File: config.mk
export PLATFORM = sky130hd
export DESIGN_NAME = milestone_monitor_flat
export DESIGN_NICKNAME = d
export VERILOG_FILES = /design/src/rtl/milestone_monitor_pkg.sv /design/src/rtl/milestone_monitor_if.sv /design/src/rtl/milestone_monitor_fifo.sv /design/src/rtl/milestone_monitor.sv /design/src/flat_wrapper.sv
export SDC_FILE = /design/constraint.sdc
export NUM_CORES = 1
export LEC_CHECK = 0
export CELL_PAD_IN_SITES_DETAIL_PLACEMENT = 0
export CELL_PAD_IN_SITES_GLOBAL_PLACEMENT = 1
export CORE_MARGIN = 5
export CORE_UTILIZATION = 40
export CTS_CLUSTER_SIZE = 28
export DETAILED_ROUTE_END_ITERATION = 10
export GPL_TIMING_DRIVEN = 0
export PLACE_DENSITY_LB_ADDON = 0.3
export SLEW_MARGIN = 20
export SYNTH_ARGS = -nofsm -noshare
export SYNTH_HDL_FRONTEND = slang
export SYNTH_HIERARCHICAL = 1
export SYNTH_SLANG_ARGS = --single-unit
export TNS_END_PERCENT = 20
File: constraint.sdc
create_clock -name clk -period 5.1 [get_ports clk]
set_clock_uncertainty 0.1 [all_clocks]
set_input_delay 1.275 -clock clk [delete_from_list [all_inputs] [get_ports clk]]
set_output_delay 1.275 -clock clk [all_outputs]
set_load 0.01 [all_outputs]
File: src/rtl/milestone_monitor_pkg.sv
// Shared types for the milestone monitor: run-state encoding and
// the event record carried through the hit FIFO.
package milestone_pkg;

    localparam int DEF_N_MARKS = 4;
    localparam int DEF_TS_W    = 32;

    function automatic int idx_width(input int n);
        return (n > 1) ? $clog2(n) : 1;
    endfunction

    localparam int DEF_IDX_W = idx_width(DEF_N_MARKS);

    typedef enum logic [1:0] {
        IDLE    = 2'd0,
        RUN     = 2'd1,
        DONE    = 2'd2,
        TIMEOUT = 2'd3
    } mm_state_e;

    typedef struct packed {
        logic [DEF_IDX_W-1:0] idx;
        logic [DEF_TS_W-1:0]  ts;
    } mm_event_t;

endpackage

File: src/rtl/milestone_monitor_if.sv
// Valid/ready event channel from the monitor to its consumer.
// Carries the milestone index and the timestamp of its first hit.
interface milestone_monitor_if
    import milestone_pkg::*;
#(
    parameter int IDX_W = DEF_IDX_W,
    parameter int TS_W  = DEF_TS_W
);

    logic             hit_valid_o;
    logic             hit_ready_i;
    logic [IDX_W-1:0] hit_idx_o;
    logic [TS_W-1:0]  hit_time_o;

    modport master (
        output hit_valid_o,
        output hit_idx_o,
        output hit_time_o,
        input  hit_ready_i
    );

    modport slave (
        input  hit_valid_o,
        input  hit_idx_o,
        input  hit_time_o,
        output hit_ready_i
    );

endinterface

File: src/rtl/milestone_monitor_fifo.sv
// Synchronous event FIFO; push and pop may share a cycle, even when full.
// DEPTH must be a power of two so the pointers wrap naturally.
module milestone_fifo
    import milestone_pkg::*;
#(
    parameter int DEPTH = 4,
    parameter int DW    = $bits(mm_event_t)
) (
    input  logic          clk,
    input  logic          reset,
    input  logic          push,
    input  logic [DW-1:0] din,
    input  logic          pop,
    output logic [DW-1:0] dout,
    output logic          full,
    output logic          empty
);

    localparam int AW = (DEPTH > 1) ? $clog2(DEPTH) : 1;

    logic [DW-1:0] mem [DEPTH];
    logic [AW-1:0] wr_ptr;
    logic [AW-1:0] rd_ptr;
    logic [AW:0]   used;
    logic          do_push;
    logic          do_pop;

    assign empty   = (used == '0);
    assign full    = (used == (AW+1)'(DEPTH));
    assign do_pop  = pop && !empty;
    assign do_push = push && (!full || do_pop);

    // Masked so the output reads zero while nothing is held.
    assign dout = empty ? '0 : mem[rd_ptr];

    always_ff @(posedge clk) begin
        if (reset) begin
            wr_ptr <= '0;
            rd_ptr <= '0;
            used   <= '0;
        end else begin
            if (do_push) begin
                mem[wr_ptr] <= din;
                wr_ptr      <= wr_ptr + AW'(1);
            end
            if (do_pop) begin
                rd_ptr <= rd_ptr + AW'(1);
            end
            case ({do_push, do_pop})
                2'b10:   used <= used + (AW+1)'(1);
                2'b01:   used <= used - (AW+1)'(1);
                default: ;
            endcase
        end
    end

endmodule

File: src/rtl/milestone_monitor.sv
// Milestone monitor: latches first hits of programmable count values.
// Optional stall watchdog compiled in with MILESTONE_MONITOR_WDOG_EN.
module milestone_monitor
    import milestone_pkg::*;
#(
    parameter  int COUNT_W     = 32,
    parameter  int N_MARKS     = 4,
    parameter  int FIFO_DEPTH  = 4,
    parameter  int TS_W        = 32,
    parameter  int WDOG_CYCLES = 600,
    localparam int IDX_W       = idx_width(N_MARKS)
) (
    input  logic                            clk,
    input  logic                            reset,
    input  logic [COUNT_W-1:0]              count_i,
    input  logic                            count_valid_i,
    input  logic [N_MARKS-1:0][COUNT_W-1:0] mark_i,
    milestone_monitor_if.master             hit,
    output logic [N_MARKS-1:0]              hits_o,
    output logic                            all_hit_o,
    output logic [1:0]                      state_o,
    output logic                            wdog_o
);

    localparam int EW = IDX_W + TS_W;

    mm_state_e          state;
    logic [TS_W-1:0]    ts;
    logic [TS_W-1:0]    stamp [N_MARKS];
    logic [N_MARKS-1:0] pending;
    logic [N_MARKS-1:0] match;
    logic [N_MARKS-1:0] grant;
    logic [IDX_W-1:0]   grant_idx;
    logic [TS_W-1:0]    grant_ts;
    logic               cmp_en;
    logic               push;
    logic               pop;
    logic               fifo_full;
    logic               fifo_empty;
    logic [EW-1:0]      fifo_out;
    logic               done_cond;
    logic               expire;

    assign cmp_en = count_valid_i && (state == IDLE || state == RUN);

    always_comb begin
        match = '0;
        for (int k = 0; k < N_MARKS; k++) begin
            match[k] = cmp_en && !hits_o[k] && (count_i == mark_i[k]);
        end
    end

    // Lowest pending index wins: scan downward so the last hit is the lowest.
    always_comb begin
        grant     = '0;
        grant_idx = '0;
        grant_ts  = '0;
        for (int k = N_MARKS - 1; k >= 0; k--) begin
            if (pending[k]) begin
                grant     = '0;
                grant[k]  = 1'b1;
                grant_idx = IDX_W'(k);
                grant_ts  = stamp[k];
            end
        end
    end

    assign pop  = hit.hit_valid_o && hit.hit_ready_i;
    assign push = (|pending) && (!fifo_full || pop);

    milestone_fifo #(
        .DEPTH (FIFO_DEPTH),
        .DW    (EW)
    ) u_fifo (
        .clk   (clk),
        .reset (reset),
        .push  (push),
        .din   ({grant_idx, grant_ts}),
        .pop   (pop),
        .dout  (fifo_out),
        .full  (fifo_full),
        .empty (fifo_empty)
    );

    assign hit.hit_valid_o = !fifo_empty;
    assign hit.hit_idx_o   = fifo_out[EW-1:TS_W];
    assign hit.hit_time_o  = fifo_out[TS_W-1:0];

    assign all_hit_o = &hits_o;
    assign state_o   = state;
    assign done_cond = all_hit_o && fifo_empty && (pending == '0);

`ifdef MILESTONE_MONITOR_WDOG_EN
    localparam int WW = $clog2(WDOG_CYCLES + 1);

    logic [WW-1:0] wcnt;

    assign expire = (wcnt == WW'(WDOG_CYCLES));

    always_ff @(posedge clk) begin
        if (reset) begin
            wcnt <= '0;
        end else if ((state == IDLE && count_valid_i) || (|match)) begin
            wcnt <= '0;
        end else if (state == RUN && !expire) begin
            wcnt <= wcnt + WW'(1);
        end
    end
`else
    // Watchdog compiled out; WDOG_CYCLES has no effect.
    assign expire = (WDOG_CYCLES < 0);
`endif

    always_ff @(posedge clk) begin
        if (reset) begin
            ts      <= '0;
            hits_o  <= '0;
            pending <= '0;
            state   <= IDLE;
            wdog_o  <= 1'b0;
            for (int k = 0; k < N_MARKS; k++) begin
                stamp[k] <= '0;
            end
        end else begin
            ts      <= ts + TS_W'(1);
            hits_o  <= hits_o | match;
            pending <= (push ? (pending & ~grant) : pending) | match;
            for (int k = 0; k < N_MARKS; k++) begin
                if (match[k]) begin
                    stamp[k] <= ts;
                end
            end
            unique case (state)
                IDLE: begin
                    if (count_valid_i) begin
                        state <= RUN;
                    end
                end
                RUN: begin
                    if (done_cond) begin
                        state <= DONE;
                    end else if (expire) begin
                        state  <= TIMEOUT;
                        wdog_o <= 1'b1;
                    end
                end
                default: ;
            endcase
        end
    end

endmodule

File: src/flat_wrapper.sv
// flat-port wrapper written by rule: the top's interface ports become plain ports
module milestone_monitor_flat import milestone_pkg::*;
#(
    parameter  int COUNT_W     = 32,
    parameter  int N_MARKS     = 4,
    parameter  int FIFO_DEPTH  = 4,
    parameter  int TS_W        = 32,
    parameter  int WDOG_CYCLES = 600,
    localparam int IDX_W       = idx_width(N_MARKS)
)
  (clk, reset, count_i, count_valid_i, mark_i, hits_o, all_hit_o, state_o, wdog_o, hit_hit_valid_o, hit_hit_idx_o, hit_hit_time_o, hit_hit_ready_i);
  milestone_monitor_if #(.IDX_W((2)), .TS_W(TS_W)) hit_i ();
  input  logic clk;
  input  logic reset;
  input  logic [COUNT_W-1:0] count_i;
  input  logic count_valid_i;
  input  logic [N_MARKS-1:0][COUNT_W-1:0] mark_i;
  output logic [N_MARKS-1:0] hits_o;
  output logic all_hit_o;
  output logic [1:0] state_o;
  output logic wdog_o;
  output wire logic [$bits(hit_i.hit_valid_o)-1:0] hit_hit_valid_o;
  output wire logic [$bits(hit_i.hit_idx_o)-1:0] hit_hit_idx_o;
  output wire logic [$bits(hit_i.hit_time_o)-1:0] hit_hit_time_o;
  input wire logic [$bits(hit_i.hit_ready_i)-1:0] hit_hit_ready_i;
  assign hit_hit_valid_o = hit_i.hit_valid_o;
  assign hit_hit_idx_o = hit_i.hit_idx_o;
  assign hit_hit_time_o = hit_i.hit_time_o;
  assign hit_i.hit_ready_i = hit_hit_ready_i;
  milestone_monitor #(.COUNT_W(COUNT_W), .N_MARKS(N_MARKS), .FIFO_DEPTH(FIFO_DEPTH), .TS_W(TS_W), .WDOG_CYCLES(WDOG_CYCLES)) u_core (.clk(clk), .reset(reset), .count_i(count_i), .count_valid_i(count_valid_i), .mark_i(mark_i), .hit(hit_i), .hits_o(hits_o), .all_hit_o(all_hit_o), .state_o(state_o), .wdog_o(wdog_o));
endmodule
==> results.tsv, run 1 <==
stage	metric	value	unit
logic_synthesis	ys_ff_latch	315	
logic_synthesis	synthTopCellsByArea	edfxtp_1 (55%), xnor2_1 (7.9%), dfxtp_1 (7.1%)	
clock_tree	clockRootBuffer	clkbuf_16	
timing	finalSetupViolations	0	
placed_design	place_congestion	0.835	
clock_tree	postCtsHoldBufs	0	
clock_tree	cts_setup_buffers	0	
grt	grt_start_max_net_pins	28	
drt	drt_wl_total	36100	µm
setup_path	crit_fanout	10	
cells_and_area	multiInputGateArea	0.00514	mm²
setup_path	cp-start-kind	input port	
timing	finalHoldViolCount	0	
logic_synthesis	syn_area	0.0145	mm²
setup_path	crit_path_end_kind	flop	
cells_and_area	nNetsFinal	1584	
pwr	seq_power_share	52.7	%
timing	whs	0.376	ns
logic_synthesis	syn_nets	1345	
logic_synthesis	ys_warn_count	6	
clock_tree	htree_levels	1	
timing	maxSlewHeadroom	39.2	%
clock_tree	clock_sinks	315	
floorplanning	placementRows	69	
timing	period_minus_slack	4.31	ns
min_path	hold_class	reg -> reg	
outcome	status	finished clean	
pwr	vdd_ir_drop_max	0.267	mV
timing	drv_slew	0	
clock_tree	clk_latency	0.54	ns
logic_synthesis	synthCells	1175	
cells_and_area	seqCellArea	0.00895	mm²
logic_synthesis	synthTopCellsByCount	edfxtp_1 (264), nor2_1 (204), xnor2_1 (131)	
pwr	leakage	5.37	nW
drt	vias_per_cell	5.01	
grt	grt_use_total	17.6	%
cells_and_area	layout-drive-gt1-share	8.70	%
drt	drt_iter0_drc	545	
grt	grt_pass1_wl	56700	µm
placed_design	portBuffers	185	
setup_path	required	5.26	ns
clock_tree	clk_pin_slew	0.06	ns
cells_and_area	area_growth	25.5	%
pwr	pwr-share-comb	5.9	%
setup_path	arrival	4.47	ns
timing	worstMarginPinSlew	0.904	ns
floorplanning	die_area	0.0401	mm²
clock_tree	cts_tree	built	
grt	antenna_found_initial	0	
placed_design	dp_hpwl	28200	µm
floorplanning	start_util	40.6	%
cells_and_area	diodes	0	
floorplanning	die_h	200	µm
logic_synthesis	synth_top_cell_area_share	54.8	%
logic_synthesis	synth.distinct_cells	52	
logic_synthesis	synth_enable_flop_cells	264	
pwr	p_switching	1.04	mW
setup_path	reg2reg_slack	0.82	ns
logic_synthesis	synth_area_per_cell	12.3	µm²
drt	wl_per_cell	19.0	µm
drt	via_count	9508	
grt	grt_pass1_vias	9946	
clock_tree	ctsResizeCount	0	
pwr	pwr-share-clk	41.3	%
pwr	switching_share	19.6	%
timing	rsz0062_at_grt	no	
drt	drc	0	
drt	firstDrtPassIters	4	
pwr	total_power	5.33	mW
logic_synthesis	yosysSeqAreaShare	61.9	%
timing	fin_crit_sh	84.5	%
pwr	powerDensity	294	mW/mm²
clock_tree	clock_path_buffers	3	
drt	ant_nets	0	
floorplanning	coreArea	0.0357	mm²
clock_tree	cts_buffers	31	
floorplanning	die_w	200	µm
cells_and_area	fillerInstances	3142	
floorplanning	io-pin-count	207	
timing	timing.fmax	0.232	GHz
setup_path	path_class	in -> reg	
logic_synthesis	synth.most_common_cell	edfxtp_1	
job	drv_cap	0	
logic_synthesis	async_reset_ff_share	0	%
pwr	internal-power	4.29	mW
grt	grt-ovfl-total	0	
logic_synthesis	ys.flop_type	edfxtp_1	
logic_synthesis	synth.largest_area_cell	edfxtp_1	
cell families (layout without fill, tap and decap cells):
group / after synthesis / after routing / share of synthesized area [%]
fa+ha+maj: 6 / 6 / 0.571
compound gates: 134 / 134 / 5.49
mux: 36 / 36 / 5.47
buf+inv: 98 / 360 / 2.79
other cells: 1 / 1 / 0.0259
xor+xnor: 155 / 155 / 9.39
simple gates: 430 / 430 / 14.4
flops: 315 / 315 / 61.9
path summary, 6_finish.rpt:
kind                                       startpoint                  endpoint  cells past startpoint
worst max-delay path                  hit_hit_ready_i  u_core/u_fifo/mem[3][20]                     10
worst min-delay path                     u_core/ts[0]              u_core/ts[0]                      1
worst max register to register  u_core/u_fifo/used[1]  u_core/u_fifo/mem[3][20]                     12
worst min register to register           u_core/ts[0]              u_core/ts[0]                      1
cell usage in the layout (no fill, tap or decap), drive strengths merged, types with 32 or more instances in the layout:
cell type / n
a21oi: 47
a22oi: 32
buf: 33
clkbuf: 106
clkdlybuf4s50: 185
dfxtp: 51
edfxtp: 264
mux4: 34
nand2: 45
nand2b: 40
nand4: 35
nor2: 205
nor2b: 34
o21ai: 40
xnor2: 131
critical path, cell delays in order:
cell and delay [ns]:
clkdlybuf4s50_1 0.47, nor2b_1 0.23, nor2b_1 0.14, nor2_1 0.27, clkbuf_1 0.36, o21ai_0 0.35
nor3b_2 0.77, buf_6 0.24, buf_4 0.20, buf_4 0.17
power groups by stage:
| stage | combinational [mW] | sequential [mW] | clock, mW |
|---|---|---|---|
| final | 0.317 | 2.81 | 2.20 |
| after floorplan | 0.140 | 2.87 | 0 |
| after global routing | 0.342 | 2.81 | 2.37 |
| after global placement | 0.307 | 2.87 | 0 |
| after CTS | 0.322 | 2.81 | 2.25 |
| after detailed placement | 0.321 | 2.87 | 0 |
through the flow:
| stage | area (µm²) | setup WS [ns] | setup TNS, ns | utilization [%] | instances |
|---|---|---|---|---|---|
| 2_1_floorplan | 14500 | -0.311 | -41.71 | - | 1175 |
| 3_3_place_gp | 16900 | -3.05 | -417.95 | 47.4 | 1821 |
| 3_5_place_dp | 17200 | 0.220 | 0 | 48.1 | 1842 |
| 4_1_cts | 18100 | 0.739 | 0 | 50.9 | 1898 |
| 5_1_grt | 18100 | 0.368 | 0 | 50.9 | 1898 |
| 6_report | 18100 | 0.788 | 0 | 50.9 | 1898 |
state kept, by name, indices dropped and copies added, names as in the netlist, named ones only:
| signal | count |
|---|---|
| u_core/hits_o | 4 |
| u_core/pending | 4 |
| u_core/stamp | 128 |
| u_core/state_o | 2 |
| u_core/ts | 32 |
| u_core/u_fifo/mem | 136 |
| u_core/u_fifo/rd_ptr | 2 |
| u_core/u_fifo/used | 3 |
| u_core/u_fifo/wr_ptr | 2 |
area by class of cell:
class,count,share of cell area (%)
multi-input cells,762,28.3
clock inverters,21,1.08
flip-flops and latches,315,49.3
well taps,461,3.18
repair buffers,206,11.5
inverters,15,0.310
clock buffers,35,4.36
plain buffers,83,1.92
layer usage:
layer  GRT usage [%]  part of all wire, %
met2            32.8                   52
met3            3.12                  5.4
met4            2.88                  1.1
met1            21.8                   41
met5               0                    0
No activity file was read; power rests on OpenSTA's default activity.
==> run 2, diff against run 1 <==
--- a/config.mk
+++ b/config.mk
@@ -8,7 +8,7 @@
 export CELL_PAD_IN_SITES_DETAIL_PLACEMENT = 0
 export CELL_PAD_IN_SITES_GLOBAL_PLACEMENT = 1
 export CORE_MARGIN = 5
-export CORE_UTILIZATION = 40
+export CORE_UTILIZATION = 44
 export CTS_CLUSTER_SIZE = 28
 export DETAILED_ROUTE_END_ITERATION = 10
 export GPL_TIMING_DRIVEN = 0
==> constraint.sdc (replaced) <==
create_clock -name clk -period 4.45 [get_ports clk]
set_clock_uncertainty 0.1 [all_clocks]
set_input_delay 1.1125 -clock clk [delete_from_list [all_inputs] [get_ports clk]]
set_output_delay 1.1125 -clock clk [all_outputs]
set_load 0.01 [all_outputs]
==> run 2 against run 1 <==
Net effect:
- die area shrank 8.6%
- sequential power grew 15%
- sequential share of layout area shrank 0.12 points
- routed wire length shrank 1.2%
- utilization grew 5.0 points
- cell area grew 0.25%
- critical endpoint is now hit_hit_valid_o
==> results.tsv, run 2 (synthesized netlist as in run 1, its figures left out) <==
stage	metric	value	unit
timing	maxSlewHeadroom	23.7	%
floorplanning	placementRows	66	
min_path	hold_class	reg -> reg	
cells_and_area	largest_reg_flops	136	
placed_design	portBuffers	185	
grt	grt-ovfl-total	0	
clock_tree	htree_levels	1	
grt	grt_use_total	19.7	%
timing	final.setup.worst_slack	0.286	ns
drt	drt_wl_total	35700	µm
timing	tns	0	ns
floorplanning	coreArea	0.0325	mm²
pwr	pwr-share-comb	5.8	%
cells_and_area	nNetsFinal	1583	
cells_and_area	diodes	0	
min_path	worstHoldPathCells	1	
timing	drv_slew	0	
placed_design	post-place-ws	0.0150	ns
cells_and_area	fillerInstances	2758	
pwr	seq_power_share	51.3	%
pwr	p_switching	1.25	mW
grt	grt_start_max_net_pins	23	
timing	finalHoldViolCount	0	
floorplanning	io-pin-count	207	
pwr	pwr-share-clk	42.9	%
pwr	powerDensity	346	mW/mm²
cells_and_area	reg_top3	u_core/u_fifo/mem x136, u_core/stamp x128, u_core/ts x32	
timing	worstMarginPinSlew	1.13	ns
clock_tree	clock_sinks	315	
setup_path	path_class	reg -> out	
drt	via_count	9601	
clock_tree	cts_tree	built	
cells_and_area	layout_common_cells	edfxtp_1 (264), nor2_1 (204), clkdlybuf4s50_1 (185)	
timing	whs	0.386	ns
cells_and_area	layout-drive-gt1-share	8.98	%
floorplanning	die_h	191	µm
placed_design	placed_area	0.0171	mm²
setup_path	cp-start-kind	flop	
timing	finalSetupViolations	0	
clock_tree	clk_latency	0.55	ns
timing	rsz0062_at_grt	no	
setup_path	reg2reg_slack	0.38	ns
cells_and_area	final_common_cell	edfxtp_1	
clock_tree	cts_buffers	31	
floorplanning	die_area	0.0366	mm²
outcome	status	finished clean	
pwr	vdd_ir_drop_max	0.198	mV
setup_path	crit_fanout	11	
setup_path	worstRegToRegCells	12	
drt	drt_iter0_drc	601	
cells_and_area	area_growth	25.8	%
grt	grt_pass1_vias	10083	
clock_tree	clock_path_buffers	3	
setup_path	crit_path_end_kind	primary output	
grt	grt_pass1_wl	56300	µm
job	drv_cap	0	
placed_design	dp_hpwl	27800	µm
drt	drc	0	
placed_design	numPlacedInstances	1822	
grt	antenna_found_initial	0	
timing	period_minus_slack	4.16	ns
clock_tree	ctsResizeCount	0	
cells_and_area	fin_util	55.9	%
drt	vias_per_cell	5.11	
cells_and_area	stdcell_count	1878	
pwr	total_power	6.29	mW
drt	wl_per_cell	19.0	µm
timing	timing.fmax	0.240	GHz
clock_tree	clk_pin_slew	0.06	ns
clock_tree	clockRootBuffer	clkbuf_16	
drt	firstDrtPassIters	5	
drt	ant_nets	0	
pwr	leakage	5.40	nW
cells_and_area	fin_area	0.0182	mm²
floorplanning	die_w	191	µm
clock_tree	cts_setup_buffers	0	
pwr	internal-power	5.04	mW
placed_design	place_congestion	0.840	
cells_and_area	regMostFlops	u_core/u_fifo/mem	
setup_path	required	3.24	ns
timing	fin_crit_sh	93.6	%
clock_tree	postCtsHoldBufs	0	
floorplanning	start_util	44.5	%
setup_path	arrival	2.95	ns
pwr	switching_share	19.8	%
==> run 2: changes by cell type in the layout (fill, tap and decap cells not counted), moves of 2 or more <==
cell,previous run,this run
clkinvlp_4,0,2
clkinv_2,7,5
clkinv_1,8,4
bufinv_16,4,6
inv_6,0,2
==> run 2: area by class of cell <==
cell class / instances / area [µm²] / area share, %
repair buffers: 205 / 2090 / 11.5
inverters: 15 / 56.3 / 0.309
clock buffers: 34 / 787 / 4.33
flip-flops and latches: 315 / 8950 / 49.2
clock inverters: 22 / 272 / 1.49
multi-input cells: 762 / 5140 / 28.3
plain buffers: 83 / 348 / 1.91
well taps: 442 / 553 / 3.04
==> run 2: layer usage <==
metal  GRT usage [%]  share of wire [%]
met5               0                  0
met4            4.61                2.2
met3            3.41                5.8
met2            35.9                 52
met1            24.5                 40
==> run 2: power by group through the flow <==
stage | clock network [mW] | registers, mW | logic (mW)
floorplan | 0 | 3.28 | 0.160
CTS | 2.74 | 3.22 | 0.371
global placement | 0 | 3.29 | 0.353
finish | 2.70 | 3.22 | 0.367
detailed placement | 0 | 3.29 | 0.370
global route | 2.86 | 3.23 | 0.396
==> run 2: worst paths after layout <==
path	start	end
setup / recovery	u_core/u_fifo/used[0]	hit_hit_valid_o
hold / removal	u_core/ts[0]	u_core/ts[0]
setup reg to reg	u_core/u_fifo/used[1]	u_core/u_fifo/mem[1][12]
hold reg to reg	u_core/ts[0]	u_core/ts[0]
==> run 2: critical path, stage by stage (launching register included) <==
cell and delay, ns:
dfxtp_1 0.30, buf_6 0.13, or2_1 0.25, nor2_4 0.23
clkbuf_1 0.70, inv_1 0.24, clkdlybuf4s50_1 0.55
==> run 3, diff against run 2 <==
--- a/config.mk
+++ b/config.mk
@@ -5,6 +5,7 @@
 export SDC_FILE = /design/constraint.sdc
 export NUM_CORES = 1
 export LEC_CHECK = 0
+export CAP_MARGIN = 20
 export CELL_PAD_IN_SITES_DETAIL_PLACEMENT = 0
 export CELL_PAD_IN_SITES_GLOBAL_PLACEMENT = 1
 export CORE_MARGIN = 5
==> run 3 against run 2 <==
Net effect:
- sequential share of layout area about the same
- cell area about the same
- routed wire length decreased by 0.65%
- utilization about the same
- non-clock buffer count unchanged
- sequential power about the same
- largest cell class unchanged
==> results.tsv, run 3 (synthesized netlist as in run 1, its figures left out) <==
stage	metric	value	unit
outcome	status	finished clean	
drt	drt_wl_total	35400	µm
drt	drt_iter0_drc	674	
clock_tree	clockRootBuffer	clkbuf_16	
grt	grt_start_max_net_pins	23	
pwr	internal-power	5.00	mW
timing	maxSlewHeadroom	41.2	%
floorplanning	io-pin-count	207	
timing	finalSetupViolations	0	
clock_tree	clock_sinks	315	
drt	wl_per_cell	18.9	µm
cells_and_area	layout-drive-gt1-share	9.12	%
timing	period_minus_slack	4.18	ns
floorplanning	die_h	191	µm
drt	firstDrtPassIters	5	
grt	grt-ovfl-total	0	
grt	grt_pass1_wl	56400	µm
cells_and_area	diodes	0	
cells_and_area	fillerInstances	2744	
drt	drc	0	
placed_design	portBuffers	185	
placed_design	place_congestion	0.840	
cells_and_area	largest_reg_flops	136	
cells_and_area	fin_area	0.0182	mm²
cells_and_area	stdcell_count	1878	
placed_design	numPlacedInstances	1822	
cells_and_area	reg_top3	u_core/u_fifo/mem x136, u_core/stamp x128, u_core/ts x32	
timing	finalHoldViolCount	0	
drt	ant_nets	0	
clock_tree	clk_latency	0.55	ns
pwr	powerDensity	342	mW/mm²
clock_tree	postCtsHoldBufs	0	
placed_design	dp_hpwl	27800	µm
drt	vias_per_cell	5.10	
setup_path	required	3.24	ns
setup_path	reg2reg_slack	0.32	ns
clock_tree	cts_buffers	30	
cells_and_area	multiInputGateArea	0.00515	mm²
cells_and_area	layout_common_cells	edfxtp_1 (264), nor2_1 (204), clkdlybuf4s50_1 (185)	
timing	drv_slew	0	
floorplanning	die_w	191	µm
clock_tree	clk_pin_slew	0.07	ns
pwr	seq_power_share	51.9	%
cells_and_area	regMostFlops	u_core/u_fifo/mem	
pwr	p_switching	1.22	mW
clock_tree	cts_setup_buffers	0	
timing	timing.fmax	0.239	GHz
clock_tree	cts_tree	built	
clock_tree	htree_levels	1	
cells_and_area	area_growth	25.8	%
pwr	switching_share	19.6	%
pwr	leakage	5.40	nW
setup_path	crit_path_end_kind	primary output	
clock_tree	ctsResizeCount	0	
pwr	pwr-share-comb	5.9	%
grt	grt_use_total	19.7	%
cells_and_area	nNetsFinal	1582	
setup_path	cp-start-kind	flop	
timing	rsz0062_at_grt	no	
floorplanning	placementRows	66	
placed_design	placed_area	0.0171	mm²
timing	fin_crit_sh	93.9	%
pwr	pwr-share-clk	42.2	%
floorplanning	die_area	0.0366	mm²
setup_path	path_class	reg -> out	
cells_and_area	seqCellArea	0.00895	mm²
timing	whs	0.388	ns
min_path	hold_class	reg -> reg	
setup_path	crit_fanout	11	
setup_path	arrival	2.97	ns
grt	antenna_found_initial	0	
cells_and_area	final_common_cell	edfxtp_1	
timing	worstMarginPinSlew	0.882	ns
clock_tree	clock_path_buffers	3	
job	drv_cap	0	
drt	via_count	9579	
pwr	vdd_ir_drop_max	0.208	mV
floorplanning	coreArea	0.0325	mm²
grt	grt_pass1_vias	10122	
cells_and_area	fin_util	55.9	%
floorplanning	start_util	44.5	%
-- run 3: changes by cell type in the layout (fill, tap and decap cells not counted) --
cell,before,now
bufinv_16,6,4
clkbuf_1,74,75
clkbuf_16,31,30
clkbuf_8,0,6
clkinv_1,4,2
clkinv_8,0,1
clkinvlp_2,2,0
inv_6,2,1
nor4_1,16,15
nor4_2,0,1
-- run 3: power groups by stage --
stage                     registers [mW]  logic, mW  clock network [mW]
after floorplan                     3.28      0.160                   0
after global placement              3.29      0.353                   0
after detailed placement            3.29      0.370                   0
after CTS                           3.22      0.371                2.68
after global routing                3.23      0.397                2.81
final                               3.22      0.368                2.62
-- run 3: cell type report --
class                           instances  share of cell area (%)
Buffer                                 83                    1.91
Clock buffer                           40                    4.66
Clock inverter                         16                    1.11
Inverter                               15                   0.310
Multi-Input combinational cell        762                    28.3
Sequential cell                       315                    49.2
Tap cell                              442                    3.04
Timing Repair Buffer                  205                    11.5
-- run 3: path summary, 6_finish.rpt --
check / start / end / cells after the start
worst max-delay path: u_core/u_fifo/used[0] / hit_hit_valid_o / 6
worst min-delay path: u_core/ts[0] / u_core/ts[0] / 1
worst max register to register: u_core/u_fifo/used[1] / u_core/u_fifo/mem[1][20] / 12
worst min register to register: u_core/ts[0] / u_core/ts[0] / 1
-- run 3: through the flow --
step,setup slack [ns],total power [mW],TNS (ns)
final,0.270,6.22,0
after global routing,0.00372,6.44,0
after CTS,0.121,6.28,0
after detailed placement,0.0108,3.66,0
after global placement,-3.27,3.64,-508.14
after floorplan,-0.798,3.44,-108.01
-- run 3: critical path: stages, from the launching register on --
cell and delay [ns]:
dfxtp_1 0.31, buf_6 0.13, or2_1 0.25, nor2_4 0.23, clkbuf_1 0.70, inv_1 0.26
clkdlybuf4s50_1 0.56
-- run 3: per-layer routing --
layer,vias up,track usage [%],routed length [µm]
li1,4666,-,-
met1,4584,24.6,14300
met2,271,35.4,18200
met3,58,3.34,2110
met4,0,5.58,845
met5,-,0,0
